<file path="src/rtl/nvdla_reset_gen.sv">
// Soft/power-on reset sequencer for the NVDLA core reset synchronizer.
// Drives an active-low reset request and waits for synchronized feedback.
module nvdla_reset_gen #(
    parameter int HOLD_W      = 8,
    parameter int MIN_HOLD    = 4,
    parameter int ACK_TIMEOUT = 64
) (
    input  logic              nvdla_clk,
    input  logic              nvdla_rst,
    input  logic              req_valid,
    output logic              req_ready,
    input  logic [HOLD_W-1:0] req_hold,
    output logic              dla_reset_rstn,
    input  logic              synced_rstn,
    output logic              busy,
    output logic              done_pulse,
    output logic              timeout_err
);

    localparam int TW = $clog2(ACK_TIMEOUT);
    localparam logic [TW-1:0] T_LAST = TW'(ACK_TIMEOUT - 1);
    localparam logic [HOLD_W-1:0] MIN_H = HOLD_W'(MIN_HOLD);
    localparam logic [HOLD_W-1:0] ONE_H = HOLD_W'(1);

    typedef enum logic [2:0] {
        S_ASSERT,
        S_HOLD,
        S_RELEASE,
        S_DONE,
        S_IDLE,
        S_ERR
    } state_t;

    state_t            state;
    state_t            nxt;
    logic [TW-1:0]     timer;
    logic [HOLD_W-1:0] hold_len;
    logic [HOLD_W-1:0] hold_cnt;
    logic              accept;

    assign accept = req_valid && req_ready;

    // Ack is tested before the timeout so a same-cycle ack wins.
    always_comb begin
        nxt = state;
        unique case (state)
            S_IDLE: begin
                if (accept) nxt = S_ASSERT;
            end
            S_ASSERT: begin
                if (!synced_rstn)        nxt = S_HOLD;
                else if (timer == T_LAST) nxt = S_ERR;
            end
            S_HOLD: begin
                if (hold_cnt == ONE_H) nxt = S_RELEASE;
            end
            S_RELEASE: begin
                if (synced_rstn)          nxt = S_DONE;
                else if (timer == T_LAST) nxt = S_ERR;
            end
            S_DONE:  nxt = S_IDLE;
            S_ERR:   nxt = S_IDLE;
            default: nxt = S_IDLE;
        endcase
    end

    always_ff @(posedge nvdla_clk) begin
        if (nvdla_rst) begin
            state          <= S_ASSERT;
            hold_len       <= MIN_H;
            hold_cnt       <= MIN_H;
            timer          <= '0;
            dla_reset_rstn <= 1'b0;
            req_ready      <= 1'b0;
            busy           <= 1'b1;
            done_pulse     <= 1'b0;
            timeout_err    <= 1'b0;
        end else begin
            state          <= nxt;
            dla_reset_rstn <= !(nxt == S_ASSERT || nxt == S_HOLD);
            req_ready      <= (nxt == S_IDLE);
            busy           <= (nxt != S_IDLE);
            done_pulse     <= (nxt == S_DONE);

            if (nxt == S_ERR)  timeout_err <= 1'b1;
            else if (accept)   timeout_err <= 1'b0;

            if (accept)
                hold_len <= (req_hold < MIN_H) ? MIN_H : req_hold;

            // Timer restarts on every state change; saturates at the compare.
            if (state != nxt)
                timer <= '0;
            else if ((state == S_ASSERT || state == S_RELEASE) && timer != T_LAST)
                timer <= timer + 1'b1;

            if (nxt == S_HOLD && state != S_HOLD)
                hold_cnt <= hold_len;
            else if (state == S_HOLD)
                hold_cnt <= hold_cnt - ONE_H;
        end
    end

endmodule

</file>
<file path="config.mk">
export PLATFORM = sky130hd
export DESIGN_NAME = nvdla_reset_gen
export DESIGN_NICKNAME = d
export VERILOG_FILES = /design/src/rtl/nvdla_reset_gen.sv
export SDC_FILE = /design/constraint.sdc
export NUM_CORES = 1
export LEC_CHECK = 0
export ABC_AREA = 0
export CAP_MARGIN = 20
export CORE_ASPECT_RATIO = 0.5
export CORE_MARGIN = 2
export CORE_UTILIZATION = 45
export DETAILED_ROUTE_END_ITERATION = 8
export PLACE_DENSITY = 0.66
export SETUP_SLACK_MARGIN = 0.05
export SYNTH_ARGS = -nofsm -noshare
export SYNTH_HDL_FRONTEND = slang
export SYNTH_SLANG_ARGS = --single-unit
</file>
<file path="constraint.sdc">
create_clock -name nvdla_clk -period 4.8 [get_ports nvdla_clk]
set_input_delay 0.96 -clock nvdla_clk [delete_from_list [all_inputs] [get_ports nvdla_clk]]
set_output_delay 0.96 -clock nvdla_clk [all_outputs]
set_load 0.05 [all_outputs]
</file>
# After elaboration in Yosys (flattened, before gate mapping)
# Index checks and enable logic that the tools add are counted.
# classes
n_reduce_logical,11
muxes,11
n_eq_ne,13
n_addsub,2
order_cmp,1
# op_table
op,n
$mux W8,3
$mux W3,5
$pmux W3 S4,1
$eq A3 B3 Y1 const B,3
$eq A8 B1 Y1 const B,1
$lt A8 B3 Y1 const B,1
$sub A8 B1 Y8 const B,1
$add A6 B1 Y6 const B,1
$eq A3 B1 Y1 const B,2
$eq A3 B2 Y1 const B,2
$eq A6 B6 Y1 const B,1
$logic_not A3 Y1,2
$ne A6 B6 Y1 const B,1
$reduce_bool A2 Y1,2
$logic_and A1 B1 Y1,3
$ne A3 B1 Y1 const B,1
$ne A3 B3 Y1,1
$ne A3 B3 Y1 const B,1
$logic_or A1 B1 Y1,2
$mux W1,2
$reduce_or A2 Y1,1
$logic_not A1 Y1,1
# word_totals
reg_bits,30
word_cells,47
inputBits,12
output_inout_bits,5

# Logic depth before layout (Yosys ltp)
# Gate-level depths: netlist (run 1).
# depth
word_depth,7
mapped_depth,7
depth_no_buf,6

# Least setup slack after synthesis (run 1)
# Ideal clock, no wire load.
# synth_path
kind,input to register
from,input synced_rstn
to,register hold_cnt[1]
slack_ps,2591
cell_stages,5
required_time_ps,4678
n_path_buf,0
arrival_time_ps,2087
setup_ps,122
path_cell_list,nand3b_1 -> o211ai_2 -> o21ai_2 -> or3_1 -> o311a_1
# synth_between
elab_chain_cells,5
elab_cells_between_ends,7
classes_between,eq/ne (1); mux (4); reduce/logical (2)
# synth_rtl
item,line_no,text
"start, declared",14,"input logic synced_rstn,"
$mux W3 (on tied branches),"58, 51",
$pmux W3 S4 (*),46,unique case (state)
$eq A3 B1 Y1 (*),97,if (nxt == S_HOLD && state != S_HOLD)
$logic_and A1 B1 Y1 (*),97,
$mux W8 / $reduce_bool A2 Y1 (equally long branches),-,
"end signal, assigned",98,hold_cnt <= hold_len;
"end signal, assigned",100,hold_cnt <= hold_cnt - ONE_H;
"end, declared",38,logic [HOLD_W-1:0] hold_cnt;
# Every way passes the cells marked *; elsewhere a longest branch is shown, timed or not.
# A chain may end at the register's enable or synchronous reset.

# Worst setup path after layout (run 1)
# layout_path
from,input nvdla_rst
to,register timer[1]
# layout_between
elab_chain_cells,1
# layout_rtl
item,line_no,text
"start, declared",9,"input logic nvdla_rst,"
$reduce_or A2 Y1 (no line),-,
"end signal, assigned",95,timer <= timer + 1'b1;
"end, declared",36,logic [TW-1:0] timer;
# Every way passes these cells.

==> reports/summary.txt, run 1 <==
Complex-gate fraction of the synthesized area - 0.2206
Post-route DRC - 0
Yosys top cell area share - 0.3601
H-tree levels - 2
PortBufs - 16
Most common flop cell mapped by yosys - dfxtp_1
Largest family of logic cells by synthesized area - simple AND/OR/NAND/NOR gates
Final hold violation count - 0
Net switching power - 148.6 uW
HP Start - hold_len[5]
Sequential fraction of the synthesis area - 0.3601
Net Count, Synth - 207
Initial antenna violation count - 0
Worst Hold End - hold_len[5]
Family with the most delay on the worst path - buffers and inverters
Clock share of power - 0.377
Share of layout cells above drive strength 1 - 0.09709
Critical path data arrival time - 2.85 ns
First-pass GRT wire length - 5.954 mm
Total power per unit cell area - 292.5 mW/mm2
Crit Path Class - input pin to register
Post-route cell area - 0.001898 mm2
Synth top cells by count - dfxtp_1, nand2_1, nor2_1
Power Total - 555.2 uW
Area Overhead vs Synth - 13.80%
Post-Place Cells - 249
Max Buffers Root-to-Sink - 2
Synthesized area per cell - 8.687 um2
Vias in the first global route - 1,291
CP Capture Type - register
YS warnings - 0
Sequential power share - 0.485
Clock tree root buffer cell - clkbuf_8
Die Ht - 47.05 um
HP Class - register to register
CTS tree - built
RSZ-0062 raised after global routing - false
Final period util - 0.5499
R2R depth - 4
Total Wirelength - 3.599 mm
Simple-gate share of the synthesized area - 0.2738
Top-count cell post-synth - dfxtp_1
Post-Synthesis Cell Area - 0.001668 mm2
Combinational Power Share - 0.138
Adder-Cell Fraction of Synth Area - 0.02251
Die ar. - 0.004239 mm2
Final max-slew violation count - 0
CTS Sinks - 30
Via/cell ratio - 5.735
Setup TNS - 0 ns
Remaining global-route overflow - 0
Synth area leader - dfxtp_1
Gate Count Post-Synth - 192
DRT antenna net count - 0
Synth area leaders - dfxtp_1, nand2_1, nor2_1
Clk slew on worst S/H paths - 0.07 ns
Hold Crit Depth - 2
Post-cts repair resize count - 0
Placer Congestion - 0.8548
CP max FO - 26
Drt first pass iters - 4
Number of CTS-inserted buffers - 5
Max VDD drop - 0.1139 mV
Post-synth EDFFs - 0
Max-slew headroom - 0.3718
Fin Hold WS - 0.4594 ns
Finished Layout Cells - 257
Post-CTS Setup Inserts - 0
Core area - 0.003491 mm2
Initial core utilization - 0.4778
# rows - 15
Placed cell areas - 0.001807 mm2
GRT Overall Usage - 0.1842
Status - completed
Max incr delay on CP - 0.89 ns
Worst-path cell chain - clkdlybuf4s50_1 > a31oi_1 > o211ai_1 > nor2_1
IO Count - 17
Max cap viols - 0
Endpoints failing setup - 0
Yosys reg bits - 30
RR Endpoint - hold_cnt[1]
1st-iter DRT viols - 92
Reg-to-reg critical path startpoint - state[0]
Slowest CP cell - clkdlybuf4s50_1
R2R Setup Slk - 2.20 ns
Worst Max-Slew Pin Slew - 0.9393 ns
Synth cell types - 58
Buf+Inv Stages, Crit Path - 1
Die width - 90.10 um
XOR/XNOR share of the synthesized area - 0.05251
Post-DP HPWL - 2.564 mm
Ant diodes - 0
Nets - 220
Routed wire length per instance - 14.00 um
Internal power - 406.6 uW
P_leak - 0.6530 nW
Critical Path Start Type - input pin
Req. time, crit path - 5.01 ns
Mux cell area share after synthesis - 0.006002
Peak Freq - 378.8 MHz
Worst Skew - 0.007638 ns
Largest net degree at the start of global routing - 27
Post-synth ARST share - 0
Switching Share - 0.2676
Total number of vias - 1,474
Crit path time final - 2.640 ns
Cts hold-fix bufs - 0
Clk_lat worst skew - 0.28 ns
[worst register-to-register path, cell delays in order, from the launching register on]
cell and delay (ns):
dfxtp_1 0.61, nor3b_2 0.80, a21oi_2 0.32, or3_1 0.47
o311a_1 0.29
[stage by stage]
step / utilization / worst slack, ns
after CTS: 0.5437 / 2.195
after global routing: 0.5437 / 1.980
after global placement: 0.5176 / 1.945
after floorplan: - / 2.591
final: 0.5437 / 2.160
after detailed placement: 0.5176 / 1.907
[kinds of logic after synthesis]
kind of cell / after synthesis
AOI/OAI and AO/OA: 49
xor gates and xnor gates: 10
adders and majority gates: 3
buffers and inverters: 16
DFF: 30
muxes: 1
and+or+nand+nor: 83
[metal layers]
metal	GRT usage	vias to the layer above	share of wire
li1	-	741	-
met1	0.2485	688	0.51
met2	0.2722	39	0.42
met3	0.06260	6	0.059
met4	0.08923	0	0.014
met5	0	-	0
[worst max path at each step]
| stage | endpoint | start | cells after the start |
|---|---|---|---|
| 6_report | timer[1] | nvdla_rst | 4 |
| 5_1_grt | hold_cnt[1] | state[0] | 4 |
| 4_1_cts | hold_cnt[1] | synced_rstn | 6 |
| 3_5_place_dp | hold_cnt[1] | synced_rstn | 6 |
| 3_3_place_gp | hold_cnt[1] | synced_rstn | 6 |
| 2_1_floorplan | hold_cnt[1] | synced_rstn | 5 |
[area by class of cell]
class / count / area [um2]
inverter: 6 / 22.52
multi-input combinational: 146 / 959.7
clock inverter: 1 / 5.005
sequential: 30 / 600.6
clock buffer: 7 / 86.33
fill: 338 / 1593
timing repair buffer: 16 / 160.2
tap: 51 / 63.81
[layout by cell type (no fill, tap or decap), types with 2 or more instances in the layout]
master / count
dfxtp_1: 30
nand2_1: 23
nor2_1: 18
clkdlybuf4s50_1: 16
a21oi_1: 12
nor3_1: 7
inv_1: 6
nand4_1: 6
xor2_1: 6
a31oi_1: 6
clkbuf_8: 6
nand3_1: 5
nor4_1: 5
xnor2_1: 4
o311ai_1: 3
or3_1: 3
ha_1: 3
o21a_1: 2
o2bb2ai_1: 2
o31ai_1: 2
or2_2: 2
a211oi_1: 2
o21ai_0: 2
o211ai_1: 2
[power groups by stage]
stage,Sequential [mW],Clock [mW],Combinational [mW]
global route,0.271,0.225,0.0845
global placement,0.274,0,0.0745
detailed placement,0.275,0,0.0758
floorplan,0.271,0,0.0620
CTS,0.269,0.213,0.0761
finish,0.269,0.209,0.0766
[sequential cells by signal, indices dropped and copies added, names as in the netlist]
name / cells
req_ready: 1
state: 3
timer: 6
busy: 1
done_pulse: 1
dla_reset_rstn: 1
hold_cnt: 8
hold_len: 8
timeout_err: 1
Power figures use the tool's default switching activity.
==> run 2: changes to the inputs <==
clock period = 2.6 ns   (was 4.8 ns; I/O delays follow)
==> run 2 against run 1 <==
Net effect: routed wire length grew 4.4%; total power grew 81%; sequential cell count is the same.
==> reports/summary.txt, run 2 (synthesis results as in run 1) <==
Status - completed (unchanged)
CTS tree - built (unchanged)
R2R depth - 7 (was 4)
Largest net degree at the start of global routing - 16 (was 27)
Clk slew on worst S/H paths - 0.06 ns (was 0.07 ns)
Placed cell areas - 0.001852 mm2 (was 0.001807 mm2)
P_leak - 0.6775 nW (was 0.6530 nW)
Max-slew headroom - 0.6415 (was 0.3718)
Total power per unit cell area - 519.9 mW/mm2 (was 292.5 mW/mm2)
Finished Layout Cells - 262 (was 257)
Reg-to-reg critical path startpoint - timer[0] (was state[0])
Post-route cell area - 0.001931 mm2 (was 0.001898 mm2)
DRT antenna net count - 0 (unchanged)
# rows - 15 (unchanged)
Final hold violation count - 0 (unchanged)
Power Total - 1.004 mW (was 555.2 uW)
Worst Skew - 0.004270 ns (was 0.007638 ns)
Endpoints failing setup - 0 (unchanged)
RSZ-0062 raised after global routing - false (unchanged)
CP Capture Type - register (unchanged)
HP Start - hold_len[5] (unchanged)
Regs by FF count - hold_cnt (8), hold_len (8), timer (6) (unchanged)
Hold Crit Depth - 2 (unchanged)
Post-cts repair resize count - 0 (unchanged)
Die Ht - 47.05 um (unchanged)
Vias in the first global route - 1,309 (was 1,291)
Share of layout cells above drive strength 1 - 0.1232 (was 0.09709)
Max cap viols - 0 (unchanged)
Final worst slack - 0.4563 ns (was 2.160 ns)
GRT Overall Usage - 0.1916 (was 0.1842)
Commonest non-fill, non-tap cell in the layout - dfxtp_1 (unchanged)
IO Count - 17 (unchanged)
Fin Hold WS - 0.4556 ns (was 0.4594 ns)
Nets - 226 (was 220)
Peak Freq - 466.5 MHz
First-pass GRT wire length - 6.210 mm (was 5.954 mm)
Filler Cell Count - 348 (was 338)
Cts hold-fix bufs - 0 (unchanged)
Clk_lat worst skew - 0.28 ns (about the same)
HP Class - register to register (unchanged)
PortBufs - 16 (unchanged)
Worst Hold End - hold_len[5] (unchanged)
Post-Route Utilization - 0.5530 (was 0.5437)
Core area - 0.003491 mm2 (unchanged)
Ant diodes - 0 (unchanged)
1st-iter DRT viols - 77 (was 92)
Via/cell ratio - 5.561 (was 5.735)
Initial core utilization - 0.4778 (unchanged)
Post-Place Cells - 255 (was 249)
Routed wire length per instance - 14.35 um (was 14.00 um)
Worst Max-Slew Pin Slew - 0.5378 ns (was 0.9393 ns)
Drt first pass iters - 5 (was 4)
Total Wirelength - 3.759 mm (was 3.599 mm)
Area Overhead vs Synth - 15.75% (was 13.80%)
Setup TNS - 0 ns (unchanged)
Die width - 90.10 um (unchanged)
Crit Path Class - input pin to register (unchanged)
Remaining global-route overflow - 0 (unchanged)
Die ar. - 0.004239 mm2 (unchanged)
Post-place setup slack - 0.1970 ns (was 1.907 ns)
Clock tree root buffer cell - clkbuf_8 (unchanged)
Post-CTS Setup Inserts - 0 (unchanged)
Final max-slew violation count - 0 (unchanged)
Number of CTS-inserted buffers - 5 (unchanged)
Post-route DRC - 0 (unchanged)
Crit path time final - 2.144 ns
Final period util - 0.8245
CP max FO - 6 (was 26)
Initial antenna violation count - 0 (unchanged)
Critical Path Start Type - input pin (unchanged)
Max VDD drop - 0.2394 mV (was 0.1139 mV)
Total number of vias - 1,457 (was 1,474)
H-tree levels - 2 (unchanged)
R2R Setup Slk - 0.52 ns (was 2.20 ns)
Req. time, crit path - 2.77 ns (was 5.01 ns)
Critical path data arrival time - 2.32 ns (was 2.85 ns)
CTS Sinks - 30 (unchanged)
Post-DP HPWL - 2.739 mm (was 2.564 mm)
Most frequent cells in the layout - dfxtp_1, nand2_1, nor2_1, clkdlybuf4s50_1, a21oi_1 (unchanged)
RR Endpoint - hold_cnt[1] (unchanged)
Max Buffers Root-to-Sink - 2 (unchanged)
Placer Congestion - 0.9042 (was 0.8548)
==> run 2: changes by cell type in the layout (fill, tap and decap cells not counted) <==
cell / delta
buf_4: +6
clkbuf_1: -1
clkbuf_8: -1
clkinv_2: +1
==> run 2: worst max-delay path, stage by stage <==
cell,delay [ns]
clkdlybuf4s50_1,0.50
nand3b_1,0.26
o211ai_2,0.23
o21ai_2,0.14
or3_1,0.39
o311a_1,0.29
==> run 2: worst max-delay path by stage <==
stage | startpoint | endpoint | slack, ns | depth (start not counted)
3_3_place_gp | synced_rstn | hold_cnt[1] | 0.21 | 6
3_5_place_dp | synced_rstn | hold_cnt[1] | 0.20 | 6
4_1_cts | synced_rstn | hold_cnt[1] | 0.48 | 6
5_1_grt | timer[0] | hold_cnt[1] | 0.33 | 7
6_report | synced_rstn | hold_cnt[1] | 0.46 | 6
2_1_floorplan | timer[0] | hold_cnt[1] | 0.76 | 6
==> run 2: power breakdown <==
group | internal (mW) | leakage [nW] | switching (mW)
clock network | 0.179 | 0.0438 | 0.174
logic | 0.0724 | 0.390 | 0.0812
registers | 0.475 | 0.243 | 0.0219
total | 0.727 | 0.678 | 0.277
==> run 2: area by class of cell <==
type / instances / area [um2] / area share
tap: 51 / 63.81 / 0.03305
timing repair buffer: 22 / 205.2 / 0.1063
clock buffer: 5 / 68.82 / 0.03564
sequential: 30 / 600.6 / 0.3111
inverter: 6 / 22.52 / 0.01167
clock inverter: 2 / 10.01 / 0.005185
multi-input combinational: 146 / 959.7 / 0.4971
==> run 2: routing by layer <==
| layer | global-route usage | vias up | share of wire |
|---|---|---|---|
| met5 | 0 | - | 0 |
| li1 | - | 743 | - |
| met4 | 0.07385 | 0 | 0.015 |
| met1 | 0.2563 | 667 | 0.53 |
| met3 | 0.05618 | 7 | 0.051 |
| met2 | 0.3038 | 40 | 0.41 |
